==> src/rtl/cache_axi_pkg.sv <==
// Shared definitions for the cache read arbiter.
//  - state_e    : one-hot FSM encoding (S_IDLE, S_AR, S_R, S_RESP)
//  - BURST_INCR : AXI INCR burst type
//  - SIZE_4B    : AXI 4-byte beat size
//  - REQ_I/REQ_D: requester index into the req/grant vectors
//  - LINE_WORDS : default beats per cache line
package cache_axi_pkg;

    localparam int LINE_WORDS = 8;

    localparam logic [1:0] BURST_INCR = 2'b01;
    localparam logic [2:0] SIZE_4B    = 3'b010;

    localparam int REQ_I = 0;
    localparam int REQ_D = 1;

    typedef enum logic [3:0] {
        S_IDLE = 4'b0001,
        S_AR   = 4'b0010,
        S_R    = 4'b0100,
        S_RESP = 4'b1000
    } state_e;

endpackage

==> src/rtl/rr_arb2.sv <==
// Two-way round-robin arbiter.
// Ports:
//  clk, reset : clock, synchronous active-high reset
//  req[1:0]   : requests, indexed by REQ_I / REQ_D
//  advance    : a grant was accepted this cycle; remember the winner
//  grant[1:0] : combinational one-hot (or zero) grant
// A lone requester always wins. On a tie, the requester that did not win
// most recently is granted. last_grant starts at REQ_I, so the first tie
// after reset goes to REQ_D.
module rr_arb2
    import cache_axi_pkg::*;
(
    input  logic       clk,
    input  logic       reset,
    input  logic [1:0] req,
    input  logic       advance,
    output logic [1:0] grant
);

    // 0 = icache won last, 1 = dcache won last
    logic last_grant_reg;

    always_comb begin
        grant = 2'b00;
        if (req[REQ_I] && req[REQ_D]) begin
            if (last_grant_reg == 1'(REQ_D)) begin
                grant[REQ_I] = 1'b1;
            end else begin
                grant[REQ_D] = 1'b1;
            end
        end else begin
            grant = req;
        end
    end

    always_ff @(posedge clk) begin
        if (reset) begin
            last_grant_reg <= 1'(REQ_I);
        end else if (advance && (grant != 2'b00)) begin
            last_grant_reg <= grant[REQ_D];
        end
    end

endmodule

==> src/rtl/cache_rd_arbiter.sv <==
// Shares one AXI read channel between the icache and dcache read ports.
// One transaction is outstanding at a time: an 8-beat INCR burst for a line
// refill or a single beat for an uncached read. Returned beats are packed
// into a line-wide word and handed back with a one-cycle ret_valid pulse.
// Ports:
//  clk, reset                 : clock, synchronous active-high reset
//  i_rd_* / d_rd_*            : request handshake from icache / dcache
//  i_ret_* / d_ret_*          : line return to icache / dcache
//  arid..arvalid, arready     : AXI AR channel
//  rdata, rlast, rvalid, rready : AXI R channel (rid/rresp not used)
module cache_rd_arbiter
    import cache_axi_pkg::*;
#(
    parameter int ADDR_W     = 32,
    parameter int DATA_W     = 32,
    parameter int LINE_WORDS = cache_axi_pkg::LINE_WORDS,
    parameter int ID_I       = 0,
    parameter int ID_D       = 1
) (
    input  logic                         clk,
    input  logic                         reset,

    input  logic                         i_rd_req,
    input  logic                         i_rd_type,
    input  logic [ADDR_W-1:0]            i_rd_addr,
    output logic                         i_rd_rdy,
    output logic                         i_ret_valid,
    output logic [LINE_WORDS*DATA_W-1:0] i_ret_data,

    input  logic                         d_rd_req,
    input  logic                         d_rd_type,
    input  logic [ADDR_W-1:0]            d_rd_addr,
    output logic                         d_rd_rdy,
    output logic                         d_ret_valid,
    output logic [LINE_WORDS*DATA_W-1:0] d_ret_data,

    output logic [3:0]                   arid,
    output logic [ADDR_W-1:0]            araddr,
    output logic [7:0]                   arlen,
    output logic [2:0]                   arsize,
    output logic [1:0]                   arburst,
    output logic                         arvalid,
    input  logic                         arready,

    input  logic [DATA_W-1:0]            rdata,
    input  logic                         rlast,
    input  logic                         rvalid,
    output logic                         rready
);

    localparam int BEAT_W = (LINE_WORDS > 1) ? $clog2(LINE_WORDS) : 1;

    state_e              state_reg, state_next;
    logic                owner_reg;      // 0 = icache, 1 = dcache
    logic                type_reg;       // 1 = line burst
    logic [ADDR_W-1:0]   addr_reg;
    logic [BEAT_W-1:0]   beat_cnt_reg;
    logic                full_reg;       // last buffer word already written

    logic [1:0]          req;
    logic [1:0]          grant;
    logic                accept;
    logic                beat_we;
    logic [LINE_WORDS*DATA_W-1:0] line_data;

    assign req = {d_rd_req, i_rd_req};

    rr_arb2 u_arb (
        .clk     (clk),
        .reset   (reset),
        .req     (req),
        .advance (accept),
        .grant   (grant)
    );

    // Next state and handshake outputs. Everything is forced low while
    // reset is high, whatever state the register still holds.
    always_comb begin
        state_next  = state_reg;
        accept      = 1'b0;
        i_rd_rdy    = 1'b0;
        d_rd_rdy    = 1'b0;
        arvalid     = 1'b0;
        rready      = 1'b0;
        i_ret_valid = 1'b0;
        d_ret_valid = 1'b0;
        if (!reset) begin
            case (state_reg)
                S_IDLE: begin
                    i_rd_rdy = grant[REQ_I];
                    d_rd_rdy = grant[REQ_D];
                    accept   = (grant != 2'b00);
                    if (accept) state_next = S_AR;
                end
                S_AR: begin
                    arvalid = 1'b1;
                    if (arready) state_next = S_R;
                end
                S_R: begin
                    rready = 1'b1;
                    if (rvalid && rlast) state_next = S_RESP;
                end
                S_RESP: begin
                    i_ret_valid = ~owner_reg;
                    d_ret_valid = owner_reg;
                    state_next  = S_IDLE;
                end
                default: state_next = S_IDLE;
            endcase
        end
    end

    always_ff @(posedge clk) begin
        if (reset) begin
            state_reg <= S_IDLE;
        end else begin
            state_reg <= state_next;
        end
    end

    // Beats beyond the last buffer word are accepted but dropped.
    assign beat_we = rready && rvalid && !full_reg;

    always_ff @(posedge clk) begin
        if (reset) begin
            owner_reg    <= 1'b0;
            type_reg     <= 1'b0;
            addr_reg     <= '0;
            beat_cnt_reg <= '0;
            full_reg     <= 1'b0;
        end else if (accept) begin
            owner_reg    <= grant[REQ_D];
            type_reg     <= grant[REQ_D] ? d_rd_type : i_rd_type;
            addr_reg     <= grant[REQ_D] ? d_rd_addr : i_rd_addr;
            beat_cnt_reg <= '0;
            full_reg     <= 1'b0;
        end else if (beat_we) begin
            if (beat_cnt_reg == BEAT_W'(LINE_WORDS - 1)) begin
                full_reg <= 1'b1;
            end else begin
                beat_cnt_reg <= beat_cnt_reg + 1'b1;
            end
        end
    end

    // Line buffer: cleared on accept so words a short burst never reaches
    // (and the upper words of an uncached read) return as zero.
    generate
        for (genvar gi = 0; gi < LINE_WORDS; gi++) begin : g_word
            logic [DATA_W-1:0] word_reg;
            always_ff @(posedge clk) begin
                if (accept) begin
                    word_reg <= '0;
                end else if (beat_we && (beat_cnt_reg == BEAT_W'(gi))) begin
                    word_reg <= rdata;
                end
            end
            assign line_data[gi*DATA_W +: DATA_W] = word_reg;
        end
    endgenerate

    assign i_ret_data = line_data;
    assign d_ret_data = line_data;

    assign arid    = owner_reg ? 4'(ID_D) : 4'(ID_I);
    assign araddr  = addr_reg;
    assign arlen   = type_reg ? 8'(LINE_WORDS - 1) : 8'd0;
    assign arsize  = SIZE_4B;
    assign arburst = BURST_INCR;

endmodule

==> config.mk <==
export PLATFORM = sky130hd
export DESIGN_NAME = cache_rd_arbiter
export DESIGN_NICKNAME = d
export VERILOG_FILES = /design/src/rtl/cache_axi_pkg.sv /design/src/rtl/rr_arb2.sv /design/src/rtl/cache_rd_arbiter.sv
export SDC_FILE = /design/constraint.sdc
export NUM_CORES = 1
export LEC_CHECK = 0
export BUFFER_PORTS_ARGS = -buffer_cell sky130_fd_sc_hd__buf_2
export CAP_MARGIN = 10
export CORE_AREA = 2 2 262 264
export CTS_CLUSTER_DIAMETER = 60
export DETAILED_ROUTE_END_ITERATION = 6
export DIE_AREA = 0 0 264 266
export GPL_TIMING_DRIVEN = 0
export HOLD_SLACK_MARGIN = 0.12
export PLACE_DENSITY = 0.43
export SLEW_MARGIN = 20
export SYNTH_ARGS = -nofsm -noshare
export SYNTH_HDL_FRONTEND = slang
export SYNTH_HIERARCHICAL = 1
export SYNTH_SLANG_ARGS = --single-unit
==> constraint.sdc <==
create_clock -name clk -period 2.85 [get_ports clk]
set_input_delay 0.855 -clock clk [delete_from_list [all_inputs] [get_ports clk]]
set_output_delay 0.855 -clock clk [all_outputs]
set_load 0.02 [all_outputs]
# Yosys cells after proc, flatten, opt, wreduce, memory -nomap -nowiden
# Index checks and enable logic that the tools add are counted.
# word_totals
inputBits	105
wordCells	77
ff_bits	299
# op_classes
n_addsub	1
n_bitwise	2
n_reduce_logical	20
n_mux	25
eq_ne	14
# ops
cell	n
32-bit 2-to-1 mux	1
1-bit 2-to-1 mux	18
1-bit logical AND	13
3-bit equality test, second input constant	4
4-bit 2-to-1 mux	3
4-bit case mux with 3 select lines	1
3-bit by 2-bit equality test with 1-bit output, second input constant	2
2-bit inequality test, second input constant	3
4-bit by 1-bit equality test with 1-bit output, second input constant	1
4-bit by 2-bit equality test with 1-bit output, second input constant	1
4-bit by 3-bit equality test with 1-bit output, second input constant	1
4-bit equality test, second input constant	1
2-bit AND reduction	2
3-bit by 1-bit adder with 3-bit output, second input constant	1
3-bit by 1-bit equality test with 1-bit output, second input constant	1
3-bit zero test	1
3-bit 2-to-1 mux	1
3-bit AND reduction	1
2-bit 2-to-1 mux	1
1-bit NOT	2
2-bit nonzero test	1
2-bit OR reduction	1
1-bit zero test	1

# Logic depth before layout (Yosys ltp)
# depth
ltp_word	6
ltp_mapped	9
depth_no_buf	7

# Cells and area by module
# The synthesis kept the hierarchy.
# by_module_without_submodules
mod	n_inst	area_each_um2	cells_per_inst
cache_rd_arbiter	1	13874.6	1473
rr_arb2	1	65.1	7

# Worst setup path before layout
# No wires, ideal clock.
# synth_path
kind	in2out
from	input port d_rd_req
to	output port d_rd_rdy
n_path_buf	2
required_time_ns	1.995
arrival_ns	2.022
cell_stages	4
path_slack_ns	-0.027
cell_sequence	a21boi_0 > buf_2 > clkbuf_1 > and2_1
# synth_via
elab_chain_cells	4
# synth_rtl
item	line_no	text
start, declared	cache_rd_arbiter.sv:30	input logic d_rd_req,
1-bit logical AND	rr_arb2.sv:25	if (req[REQ_I] && req[REQ_D]) begin
2-bit 2-to-1 mux *	rr_arb2.sv:25	
1-bit 2-to-1 mux *	cache_rd_arbiter.sv:88	case (state_reg)
1-bit 2-to-1 mux *	cache_rd_arbiter.sv:87	if (!reset) begin
end, declared	cache_rd_arbiter.sv:33	output logic d_rd_rdy,
# Mark *: on every way between the ends. The rest lies on a longest branch, timed or not.

# Worst setup path after layout
# layout_path
from	register state_reg[0]
to	output port i_rd_rdy
# layout_via
elab_chain_cells	3
# layout_rtl
item	line_no	text
start, declared	cache_rd_arbiter.sv:53	state_e state_reg, state_next;
start signal, assigned	cache_rd_arbiter.sv:117	state_reg <= state_next;
4-bit by 1-bit equality test with 1-bit output	cache_rd_arbiter.sv:88	
1-bit 2-to-1 mux	cache_rd_arbiter.sv:88	
1-bit 2-to-1 mux	cache_rd_arbiter.sv:87	
end, declared	cache_rd_arbiter.sv:26	output logic i_rd_rdy,
# No other way between the ends.

==> flow_metrics.tcl <==
set metrics [dict create \
    status "finished, final reports clean" \
    worstMarginPinSlew_ps 1060 \
    cts_buffer_depth 3 \
    power_switching_mw 3.08 \
    initial_core_util 0.206 \
    critPathCaptureType "output pin" \
    cts_tree "yes" \
    p_total_mw 11.2 \
    root_buffer "clkbuf_16" \
    critPathTopFamily "simple AND/OR/NAND/NOR gates" \
    pwr-share-clk 0.513 \
    gp_congestion 0.833 \
    dr.pass1.iters 5 \
    postRouteAntennaNets 0 \
    grt_pass1_vias 12800 \
    crit_fanout 5 \
    swShare 0.275 \
    nets 2312 \
    cp_num_cells 4 \
    port_buffers 658 \
    worst-r2r-cell-count 5 \
    max_stage_delay_ps 570 \
    final_common_cell "buf_2" \
    grt_overflow 0 \
    drive_above_1_share 0.478 \
    rsz0062_at_grt "yes" \
    synth_seq_area_share 0.429 \
    final_cell_mix "buf_2 (661), dfxtp_1 (295), buf_4 (287), o21ai_0 (268), mux2i_1 (225)" \
    vias 13200 \
    cp_num_buf_inv 1 \
    cts_made_buffers 44 \
    max-slew-margin-rel 0.295 \
    die-area_sq_um 70200 \
    period_minus_slack_ps 2800 \
    ys_types 46 \
    hold_violations 0 \
    pwr-share-seq 0.383 \
    synth_edf_count 0 \
    irDropWorstVdd_mv 0.411 \
    pre_cts_ws_ps -905 \
    clock_skew_ps 14.0 \
    crit_slowest_cell "or4b_4" \
    synth.area.top_cells "dfxtp_1 (43%), mux2i_1 (16%), buf_4 (15%)" \
    synth_area_sq_um 13900 \
    syn2layout_area_growth_pct 43.9 \
    cts.sinks 299 \
    p_int_mw 8.13 \
    die_width_um 264 \
    cap_violations 0 \
    synth_cells 1480 \
    largest_register_ffs 256 \
    cp_data_required_time_ps 2000 \
    vias_per_cell 4.25 \
    r2r_start "state_reg[3]" \
    ys.flop_type "dfxtp_1" \
    min-delay-start "araddr[20]" \
    antenna_found_initial 6 \
    fin_ws_ps 45.7 \
    synth-seq-cells 299 \
    fmax_mhz 357 \
    synth_top_area_share 0.429 \
    drt_wl_total_um 65600 \
    crit_type "flop to output pin" \
    fp-row-count 96 \
    dp_cells 3032 \
    fin_cells 3117 \
    drt-initial-drc-count 608 \
    ys.warnings.count 6 \
    worstPathArrival_ps 1950 \
    grt_start_max_net_pins 13 \
    clock_latency_ps 570 \
    core_sq_um 67700 \
    grt_use_total 0.178 \
    slew_violations 0 \
    wire_per_inst_um 21.1 \
    critPathLaunchType "flop" \
    synth_area_per_cell_sq_um 9.42 \
    startpoint "state_reg[0]" \
    clk_pin_slew_worst_paths_ps 60 \
    p_leak_nw 11.4 \
    crit_chain "or4b_4 > nor2_4 > and2_4 > buf_6" \
    setup_viol 0 \
    cts_htree_levels 2 \
    die_height_um 266 \
    hpwlAfterDp_um 52600 \
    ioPinCount 672 \
    hold_buffers 0 \
    power_frac_comb 0.104 \
    holdPathStages 1 \
    final.period_utilization 0.984 \
    drc_errors 0 \
    hp-class "flop to flop" \
    tns_ps 0 \
    yosysTopAreaCell "dfxtp_1" \
    async_flop_share 0 \
    power.density_nw_per_um2 559 \
    grt_pass1_wl_um 91000 \
]
metal layers:
layer,vias to the layer above,global-route usage,part of all wire
met5,-,0,0.00052
met4,6,0.0439,0.019
met3,79,0.0294,0.047
met2,498,0.325,0.51
met1,6340,0.216,0.42
li1,6323,-,-
cells by family after synthesis:
group,Yosys count,synth area share
mux,225,0.162
flops,299,0.429
buf+inv,430,0.196
simple gates,108,0.0455
fa+ha+maj,6,0.00539
compound gates,410,0.162
other cells,2,0.000539
path summary, 6_finish.rpt:
path,end,slack (ps)
worst max-delay path,i_rd_rdy,50
worst min-delay path,araddr[20],470
worst max register to register,g_word[6].word_reg[17],230
worst min register to register,araddr[20],470
cells in the mapped netlist (3+ instances only):
library cell,count
o21ai_0,272
o21ai_1,10
buf_2,8
mux2i_1,225
o2bb2ai_2,10
buf_4,274
buf_6,10
a21boi_0,3
nand4_1,6
clkbuf_1,96
and2_1,3
dfxtp_1,299
o2bb2ai_1,9
buf_1,6
nor4b_1,3
ha_1,6
a211oi_1,14
nand3_1,66
a21oi_1,83
inv_1,35
nor2_1,8
final cells by class:
cell class / count / area (sq um)
plain buffers: 385 / 2540
repair buffers: 673 / 3430
flip-flops and latches: 299 / 6000
fillers: 7253 / 47700
inverters: 36 / 135
well taps: 882 / 1100
multi-input cells: 762 / 5320
clock buffers: 51 / 1190
clock inverters: 26 / 332
diodes: 3 / 7.51
power groups by stage:
| stage | Clock [mW] | Combinational, mW | Sequential (mW) |
|---|---|---|---|
| 2_1_floorplan | 0 | 0.537 | 4.45 |
| 3_3_place_gp | 0 | 1.17 | 4.38 |
| 3_5_place_dp | 0 | 1.17 | 4.38 |
| 4_1_cts | 5.92 | 1.23 | 4.30 |
| 5_1_grt | 6.06 | 1.27 | 4.30 |
| 6_report | 5.75 | 1.17 | 4.30 |
stage by stage:
stage,area [sq um],hold slack [ps],util
final,20100,465,0.296
after global routing,20100,486,0.296
after CTS,20000,467,0.296
after detailed placement,18400,449,0.272
after global placement,18400,450,0.271
after floorplan,14000,473,-
repair_timing:
item	4_1_cts	5_1_grt
endpoints found under the setup margin	28	62
pin swaps	2	4
buffers inserted	8	6
gates resized for setup	28	14
No activity file was read; power rests on OpenSTA's default activity.
